[src/rtl/int_rename_rat_if.sv]
// Rename-stage bus: decoded-instruction input, free-queue port, renamed output and commit port.
// The RAT is the slave; whoever drives decode, the free queue and commit is the master.
interface int_rename_rat_if #(
    parameter int PTAG_W = 5
);
    logic              InValid;
    logic              InReady;
    logic [4:0]        InRj;
    logic [4:0]        InRk;
    logic [4:0]        InRd;
    logic              InRdWe;

    logic              FreeEmpty;
    logic [PTAG_W-1:0] FreePreOut;
    logic              FreeRable;
    logic              FreeWable;
    logic [PTAG_W-1:0] FreeDin;
    logic              FreeClean;

    logic              OutValid;
    logic              OutReady;
    logic [PTAG_W-1:0] OutPj;
    logic [PTAG_W-1:0] OutPk;
    logic [PTAG_W-1:0] OutPd;
    logic [PTAG_W-1:0] OutOldPd;
    logic              OutRdWe;

    logic              CmtValid;
    logic              CmtRdWe;
    logic [4:0]        CmtRd;
    logic [PTAG_W-1:0] CmtPd;
    logic [PTAG_W-1:0] CmtOldPd;

    logic              Flush;

    modport slave (
        input  InValid, InRj, InRk, InRd, InRdWe,
        input  FreeEmpty, FreePreOut,
        input  OutReady,
        input  CmtValid, CmtRdWe, CmtRd, CmtPd, CmtOldPd,
        input  Flush,
        output InReady,
        output FreeRable, FreeWable, FreeDin, FreeClean,
        output OutValid, OutPj, OutPk, OutPd, OutOldPd, OutRdWe
    );

    modport master (
        output InValid, InRj, InRk, InRd, InRdWe,
        output FreeEmpty, FreePreOut,
        output OutReady,
        output CmtValid, CmtRdWe, CmtRd, CmtPd, CmtOldPd,
        output Flush,
        input  InReady,
        input  FreeRable, FreeWable, FreeDin, FreeClean,
        input  OutValid, OutPj, OutPk, OutPd, OutOldPd, OutRdWe
    );
endinterface

[src/rtl/int_rename_rat.sv]
// Single-issue integer rename: speculative (SRAT) and committed (ARAT) map tables,
// free-queue allocation at rename, tag release at commit, SRAT recovery on flush.
module int_rename_rat #(
    parameter int PTAG_W = 5,
    parameter int AREG_N = 32
) (
    input  logic           Clk,
    input  logic           Rest,
    int_rename_rat_if.slave bus
);
    typedef logic [PTAG_W-1:0] tag_t;

    tag_t srat_q [AREG_N];
    tag_t srat_d [AREG_N];
    tag_t arat_q [AREG_N];
    tag_t arat_d [AREG_N];

    logic out_valid_q, out_valid_d;
    tag_t out_pj_q, out_pk_q, out_pd_q, out_old_pd_q;
    logic out_rd_we_q;

    logic need_alloc;
    logic cmt_we;
    logic in_ready;
    logic fire;

    // NOTE: combinational outputs are qualified with Rest so nothing pulses the free queue during reset.
    always_comb begin
        need_alloc = bus.InRdWe && (bus.InRd != 5'd0);
        cmt_we     = bus.CmtValid && bus.CmtRdWe && (bus.CmtRd != 5'd0);
        in_ready   = Rest && !bus.Flush && (!out_valid_q || bus.OutReady)
                     && (!need_alloc || !bus.FreeEmpty);
        fire       = bus.InValid && in_ready;
    end

    assign bus.InReady   = in_ready;
    assign bus.FreeRable = fire && need_alloc;
    assign bus.FreeWable = Rest && cmt_we && !bus.Flush;
    assign bus.FreeDin   = (Rest && cmt_we && !bus.Flush) ? bus.CmtOldPd : '0;
    assign bus.FreeClean = Rest && bus.Flush;

    assign bus.OutValid  = out_valid_q;
    assign bus.OutPj     = out_pj_q;
    assign bus.OutPk     = out_pk_q;
    assign bus.OutPd     = out_pd_q;
    assign bus.OutOldPd  = out_old_pd_q;
    assign bus.OutRdWe   = out_rd_we_q;

    // Flush copies the post-commit ARAT, so a commit landing with the flush is not lost.
    always_comb begin
        arat_d = arat_q;
        if (cmt_we) arat_d[bus.CmtRd] = bus.CmtPd;

        srat_d = srat_q;
        if (bus.Flush) begin
            srat_d = arat_d;
        end else if (fire && need_alloc) begin
            srat_d[bus.InRd] = bus.FreePreOut;
        end
    end

    always_comb begin
        out_valid_d = out_valid_q;
        if (bus.Flush) begin
            out_valid_d = 1'b0;
        end else if (fire) begin
            out_valid_d = 1'b1;
        end else if (bus.OutReady) begin
            out_valid_d = 1'b0;
        end
    end

    // NOTE: the map tables are reset to identity because that mapping is architectural state, not scratch storage.
    always_ff @(posedge Clk or negedge Rest) begin
        if (!Rest) begin
            for (int i = 0; i < AREG_N; i++) begin
                srat_q[i] <= tag_t'(i);
                arat_q[i] <= tag_t'(i);
            end
        end else begin
            srat_q <= srat_d;
            arat_q <= arat_d;
        end
    end

    // Sources and old destination read srat_q, i.e. the mapping before this cycle's allocation.
    always_ff @(posedge Clk or negedge Rest) begin
        if (!Rest) begin
            out_valid_q  <= 1'b0;
            out_pj_q     <= '0;
            out_pk_q     <= '0;
            out_pd_q     <= '0;
            out_old_pd_q <= '0;
            out_rd_we_q  <= 1'b0;
        end else begin
            out_valid_q <= out_valid_d;
            if (fire) begin
                out_pj_q     <= srat_q[bus.InRj];
                out_pk_q     <= srat_q[bus.InRk];
                out_old_pd_q <= srat_q[bus.InRd];
                out_pd_q     <= need_alloc ? bus.FreePreOut : '0;
                out_rd_we_q  <= need_alloc;
            end
        end
    end
endmodule

[src/flat_wrapper.sv]
// flat-port wrapper written by rule: the top's interface ports become plain ports
module int_rename_rat_flat 
#(
    parameter int PTAG_W = 5,
    parameter int AREG_N = 32
)
  (Clk, Rest, bus_InValid, bus_InRj, bus_InRk, bus_InRd, bus_InRdWe, bus_FreeEmpty, bus_FreePreOut, bus_OutReady, bus_CmtValid, bus_CmtRdWe, bus_CmtRd, bus_CmtPd, bus_CmtOldPd, bus_Flush, bus_InReady, bus_FreeRable, bus_FreeWable, bus_FreeDin, bus_FreeClean, bus_OutValid, bus_OutPj, bus_OutPk, bus_OutPd, bus_OutOldPd, bus_OutRdWe);
  int_rename_rat_if #(.PTAG_W(PTAG_W)) bus_i ();
  input  logic Clk;
  input  logic Rest;
  input wire logic [$bits(bus_i.InValid)-1:0] bus_InValid;
  input wire logic [$bits(bus_i.InRj)-1:0] bus_InRj;
  input wire logic [$bits(bus_i.InRk)-1:0] bus_InRk;
  input wire logic [$bits(bus_i.InRd)-1:0] bus_InRd;
  input wire logic [$bits(bus_i.InRdWe)-1:0] bus_InRdWe;
  input wire logic [$bits(bus_i.FreeEmpty)-1:0] bus_FreeEmpty;
  input wire logic [$bits(bus_i.FreePreOut)-1:0] bus_FreePreOut;
  input wire logic [$bits(bus_i.OutReady)-1:0] bus_OutReady;
  input wire logic [$bits(bus_i.CmtValid)-1:0] bus_CmtValid;
  input wire logic [$bits(bus_i.CmtRdWe)-1:0] bus_CmtRdWe;
  input wire logic [$bits(bus_i.CmtRd)-1:0] bus_CmtRd;
  input wire logic [$bits(bus_i.CmtPd)-1:0] bus_CmtPd;
  input wire logic [$bits(bus_i.CmtOldPd)-1:0] bus_CmtOldPd;
  input wire logic [$bits(bus_i.Flush)-1:0] bus_Flush;
  output wire logic [$bits(bus_i.InReady)-1:0] bus_InReady;
  output wire logic [$bits(bus_i.FreeRable)-1:0] bus_FreeRable;
  output wire logic [$bits(bus_i.FreeWable)-1:0] bus_FreeWable;
  output wire logic [$bits(bus_i.FreeDin)-1:0] bus_FreeDin;
  output wire logic [$bits(bus_i.FreeClean)-1:0] bus_FreeClean;
  output wire logic [$bits(bus_i.OutValid)-1:0] bus_OutValid;
  output wire logic [$bits(bus_i.OutPj)-1:0] bus_OutPj;
  output wire logic [$bits(bus_i.OutPk)-1:0] bus_OutPk;
  output wire logic [$bits(bus_i.OutPd)-1:0] bus_OutPd;
  output wire logic [$bits(bus_i.OutOldPd)-1:0] bus_OutOldPd;
  output wire logic [$bits(bus_i.OutRdWe)-1:0] bus_OutRdWe;
  assign bus_i.InValid = bus_InValid;
  assign bus_i.InRj = bus_InRj;
  assign bus_i.InRk = bus_InRk;
  assign bus_i.InRd = bus_InRd;
  assign bus_i.InRdWe = bus_InRdWe;
  assign bus_i.FreeEmpty = bus_FreeEmpty;
  assign bus_i.FreePreOut = bus_FreePreOut;
  assign bus_i.OutReady = bus_OutReady;
  assign bus_i.CmtValid = bus_CmtValid;
  assign bus_i.CmtRdWe = bus_CmtRdWe;
  assign bus_i.CmtRd = bus_CmtRd;
  assign bus_i.CmtPd = bus_CmtPd;
  assign bus_i.CmtOldPd = bus_CmtOldPd;
  assign bus_i.Flush = bus_Flush;
  assign bus_InReady = bus_i.InReady;
  assign bus_FreeRable = bus_i.FreeRable;
  assign bus_FreeWable = bus_i.FreeWable;
  assign bus_FreeDin = bus_i.FreeDin;
  assign bus_FreeClean = bus_i.FreeClean;
  assign bus_OutValid = bus_i.OutValid;
  assign bus_OutPj = bus_i.OutPj;
  assign bus_OutPk = bus_i.OutPk;
  assign bus_OutPd = bus_i.OutPd;
  assign bus_OutOldPd = bus_i.OutOldPd;
  assign bus_OutRdWe = bus_i.OutRdWe;
  int_rename_rat #(.PTAG_W(PTAG_W), .AREG_N(AREG_N)) u_core (.Clk(Clk), .Rest(Rest), .bus(bus_i));
endmodule
[config.mk]
export PLATFORM = sky130hd
export DESIGN_NAME = int_rename_rat_flat
export DESIGN_NICKNAME = d
export VERILOG_FILES = /design/src/rtl/int_rename_rat_if.sv /design/src/rtl/int_rename_rat.sv /design/src/flat_wrapper.sv
export SDC_FILE = /design/constraint.sdc
export NUM_CORES = 1
export LEC_CHECK = 0
export BUFFER_PORTS_ARGS = -buffer_cell sky130_fd_sc_hd__buf_2
export CORE_ASPECT_RATIO = 0.9
export CORE_MARGIN = 1.5
export CORE_UTILIZATION = 67
export DETAILED_ROUTE_END_ITERATION = 7
export PLACE_DENSITY = 0.92
export SETUP_SLACK_MARGIN = 0.4
export SLEW_MARGIN = 20
export SYNTH_ARGS = -nofsm -noshare
export SYNTH_HDL_FRONTEND = slang
export SYNTH_SLANG_ARGS = --single-unit
[constraint.sdc]
create_clock -name Clk -period 4.93 [get_ports Clk]
set_clock_uncertainty 0.15 [all_clocks]
set_input_delay 0.986 -clock Clk [delete_from_list [all_inputs] [get_ports Clk]]
set_output_delay 0.986 -clock Clk [all_outputs]
set_load 0.02 [all_outputs]
=== After elaboration in Yosys (flattened, before gate mapping) ===
Index checks and enable logic that the tools add are counted.

* Flip-flop bits (word level): 342
* Output and inout port bits: 31
* Word-level logic and storage cells: 126

* Multiplexer cells: 23
* Reduce and logical (&&, ||, !) cells: 23
* $lt $le $gt $ge: 6
* Bitwise logic cells: 4

{| class="wikitable"
|+ Operators with widths
! cell !! number
|-
| 160-bit 2-to-1 mux || 3
|-
| 160-bit bitwise mux || 2
|-
| 5-bit binary-select mux with 5-bit select || 3
|-
| 5-bit demux with 5-bit select || 2
|-
| 5-bit 2-to-1 mux || 10
|-
| 6-bit >= comparator, second input constant || 4
|-
| 5-bit NOT with 6-bit output || 4
|-
| 1-bit logical AND || 13
|-
| 6-bit by 1-bit less-than comparator with 1-bit output, second input constant || 2
|-
| 5-bit nonzero test || 2
|-
| 1-bit logical NOT || 4
|-
| 1-bit 2-to-1 mux || 3
|-
| 3-bit nonzero test || 1
|-
| 1-bit logical OR || 2
|-
| 2-bit nonzero test || 1
|}

=== Logic depth before layout (Yosys ltp) ===
* Word-level depth: 9
* Mapped depth: 8
* Gate-level depth less buffers: 5

=== Least setup slack after synthesis ===
Ideal clock, no wire load.

* Path kind: input port to output port
* Start: input port bus_Flush
* End: output port bus_FreeDin[0]
* Slack: 1.381 ns
* Arrival: 2.413 ns
* Buffers on the path: 1
* Stages on the path: 4
* Path through: buf_2 -> nand2b_4 -> a211oi_1 -> and2_1

* Cells in the longest elaborated chain, start to end: 3

{| class="wikitable"
|+ RTL lines
! what !! RTL line !! RTL
|-
| start, declared || flat_wrapper.sv:24 || <nowiki>input wire logic [$bits(bus_i.Flush)-1:0] bus_Flush;</nowiki>
|-
| 1-bit logical NOT || n/a ||
|-
| 1-bit logical AND || n/a ||
|-
| via bus_FreeWable || flat_wrapper.sv:27 || <nowiki>output wire logic [$bits(bus_i.FreeWable)-1:0] bus_FreeWable;</nowiki>
|-
| 5-bit 2-to-1 mux || int_rename_rat.sv:39 || <nowiki>assign bus.FreeDin = (Rest && cmt_we && !bus.Flush) ? bus.CmtOldPd : '0;</nowiki>
|-
| end, declared || flat_wrapper.sv:28 || <nowiki>output wire logic [$bits(bus_i.FreeDin)-1:0] bus_FreeDin;</nowiki>
|}

The timed path passes the listed nets, and every way through them passes these cells.

=== Worst setup path after layout ===
* Start: input port bus_InRd[4]
* End: output port bus_FreeRable

* Cells in the longest elaborated chain, start to end: 7

{| class="wikitable"
|+ RTL lines
! what !! RTL line !! RTL
|-
| start, declared || flat_wrapper.sv:14 || <nowiki>input wire logic [$bits(bus_i.InRd)-1:0] bus_InRd;</nowiki>
|-
| 5-bit nonzero test * || int_rename_rat.sv:29 || <nowiki>need_alloc = bus.InRdWe && (bus.InRd != 5'd0);</nowiki>
|-
| 1-bit logical AND * || int_rename_rat.sv:29 ||
|-
| 1-bit logical NOT || int_rename_rat.sv:32 || <nowiki>&& (!need_alloc || !bus.FreeEmpty);</nowiki>
|-
| 1-bit logical OR || int_rename_rat.sv:32 ||
|-
| 1-bit logical AND || int_rename_rat.sv:32 ||
|-
| 1-bit logical AND || int_rename_rat.sv:33 || <nowiki>fire = bus.InValid && in_ready;</nowiki>
|-
| 1-bit logical AND * || int_rename_rat.sv:37 || <nowiki>assign bus.FreeRable = fire && need_alloc;</nowiki>
|-
| end, declared || flat_wrapper.sv:26 || <nowiki>output wire logic [$bits(bus_i.FreeRable)-1:0] bus_FreeRable;</nowiki>
|}

Every way passes the cells marked *; elsewhere a longest branch is shown, timed or not.

==> impl_metrics.tcl <==
set metrics [dict create \
    async_reset_ff_share_pct 100 \
    cts.sinks 342 \
    synth_edf_count 0 \
    critPathKind "in -> out" \
    grt_usage_pct 38.9 \
    die_y_um 164 \
    layout.cells.most_common "mux2_2" \
    drive_above_1_share_pct 60.6 \
    grt_pass1_wl_um 85600 \
    synthCells 1398 \
    cts-root-buf "clkbuf_16" \
    path_clk_slew_ns 0.06 \
    cts_setup_buffers 0 \
    cpMostUsedCell "buf_2" \
    synth_nets 1442 \
    num_rows 58 \
    ys_seq_elements 342 \
    cp-end-kind "primary output" \
    grt_max_degree 84 \
    place_congestion 0.999 \
    slew_headroom_pct 20.7 \
    failed_checks "design-rule violations" \
    vdd_drop_max_mv 0.318 \
    synth_flop_cell "dfrtp_1" \
    fin_cells 1808 \
    dp_hpwl_um 36600 \
    grt_overflow 0 \
    grt_pass1_vias 13900 \
    final_cell_mix "459 x mux2_2, 182 x dfrtp_1, 160 x dfstp_2" \
    htree_levels 2 \
    yosysTopAreaCell "mux2_2" \
    outcome "complete, but fails checks" \
    drt-total-wl_um 56900 \
    syn_area_um2 19200 \
    ys_warn_count 0 \
    port-buffer-count 74 \
    die_w_um 181 \
    synth_top_area_share_pct 26.9 \
    cpPeakStageDelay_ns 0.51 \
    worst_pin_slew_ns 1.19 \
    drc_errors 2 \
    syn_area_per_cell_um2 13.7 \
    p_leak_nw 9.07 \
    io_pins 75 \
    fin_crit_sh_pct 79.2 \
    finalHoldViolations 0 \
    drt_iter0_drc 1685 \
    dr.pass1.iters 8 \
    vias 13500 \
    initial_utilization_pct 68.5 \
    setup_ws_ns 1.03 \
    crit_fanout 25 \
    hp-class "in -> async" \
    fin_setup_tns_ns 0 \
    wl_per_cell_um 31.5 \
    crit_chain "buf_2, or3_1, o211ai_1, nand2_1, buf_4, nor2_1, buf_2" \
    crit_path_start_kind "input port" \
    powerDensity_nw_per_um2 387 \
    ant_nets 0 \
    final-setup-viol-count 0 \
    area_growth_pct 9.09 \
    rsz0062_at_grt "false" \
    synthDistinctLibCells 47 \
    cts_resized 0 \
    slowest_stage "or3_1" \
    maxCapViolCount 0 \
    clkLatencyLatePin_ns 0.53 \
    critPathArrivalTime_ns 2.77 \
    vias_per_cell 7.46 \
    cts_inserted_buffers 36 \
    core_area_um2 28000 \
    cts_tree "yes" \
    antenna_found_initial 3 \
    fin_nets 1465 \
    dp.cells 1743 \
    pre_cts_slack_ns 1.10 \
    dieArea_um2 29700 \
    fmax_mhz 256 \
    utilization_pct 74.7 \
    fin_crit_ns 3.90 \
    finalMaxSlewViolations 0 \
    synth_area_leaders "mux2_2 27%, dfrtp_1 24%, dfstp_2 22%, mux4_2 10%, mux2i_1 2.5%" \
    cts.path.max_buffers 3 \
    synth_seq_area_share_pct 45.7 \
    required_ns 3.79 \
    holdBufCountCts 0 \
]
flip-flops by register name, indices dropped and copies added, names as in the netlist:
register             cells
u_core.bus.OutRdWe       1
u_core.bus.OutValid      1
u_core.bus.OutPd         5
u_core.srat_q          160
u_core.arat_q          160
u_core.bus.OutPk         5
u_core.bus.OutPj         5
u_core.bus.OutOldPd      5
through the flow:
step	hold slack, ns	area, µm²	total power, W
floorplan	0.274	19200	0.00468
global placement	0.210	19700	0.00513
detailed placement	0.216	19700	0.00523
CTS	0.229	20900	0.00804
global route	0.237	20900	0.00832
finish	0.227	20900	0.00810
cells in the mapped netlist (10+ instances only):
library cell / number
a221oi_1: 14
nand3_1: 29
nor2_1: 33
mux2_2: 459
buf_1: 10
a22oi_1: 28
nand2_1: 69
dfrtp_1: 182
buf_2: 18
dfstp_2: 160
nand3b_1: 13
o22ai_1: 12
mux2_1: 32
mux4_2: 88
clkbuf_1: 73
nor3_1: 15
mux2i_1: 48
worst max-delay path: cells and delay by family:
kind	cells	cell delay, ns
buffers and inverters	3	0.67
AND/OR/NAND/NOR	3	0.82
AO/OA/AOI/OAI	1	0.28
layer usage:
metal	part of all wire (%)	track usage, %
met5	0	0
met4	6.8	22.8
met3	11	9.68
met2	45	60.4
met1	37	50.3
layout make-up:
class                   instances  area [µm²]
clock inverters                10         130
fillers                      1653        7090
clock buffers                  53        1090
multi-input cells             944        9950
flip-flops and latches        342        8760
inverters                       6        22.5
repair buffers                 91         518
diodes                          2        5.00
well taps                     360         450
power by group:
group          switching, W  total [W]  internal (W)
clock               0.00113    0.00282       0.00168
sequential         0.000383    0.00374       0.00335
combinational      0.000743    0.00154      0.000799
logic make-up (layout without fill, tap and decap cells):
family / after synthesis / in the layout / share of synthesized area, %
AND/OR/NAND/NOR: 218 / 218 / 6.39
multiplexers: 627 / 627 / 41.7
flip-flops: 342 / 342 / 45.7
buffers and inverters: 112 / 160 / 2.45
AO/OA/AOI/OAI: 99 / 99 / 3.85
other: 0 / 2 / 0
final timing paths:
kind                                          start                 end  slack (ns)  cells past startpoint
min in group Clk                 u_core.arat_q[159]  u_core.arat_q[159]        0.23                      0
max in group asynchronous                      Rest   u_core.arat_q[43]        2.35                      3
worst min-delay path                           Rest  u_core.arat_q[143]        0.23                      1
worst max-delay path                    bus_InRd[4]       bus_FreeRable        1.03                      7
worst max register to register  u_core.bus.OutValid   u_core.srat_q[73]        1.83                      5
worst min register to register   u_core.arat_q[159]  u_core.arat_q[159]        0.23                      0
No activity file was read; power rests on OpenSTA's default activity.
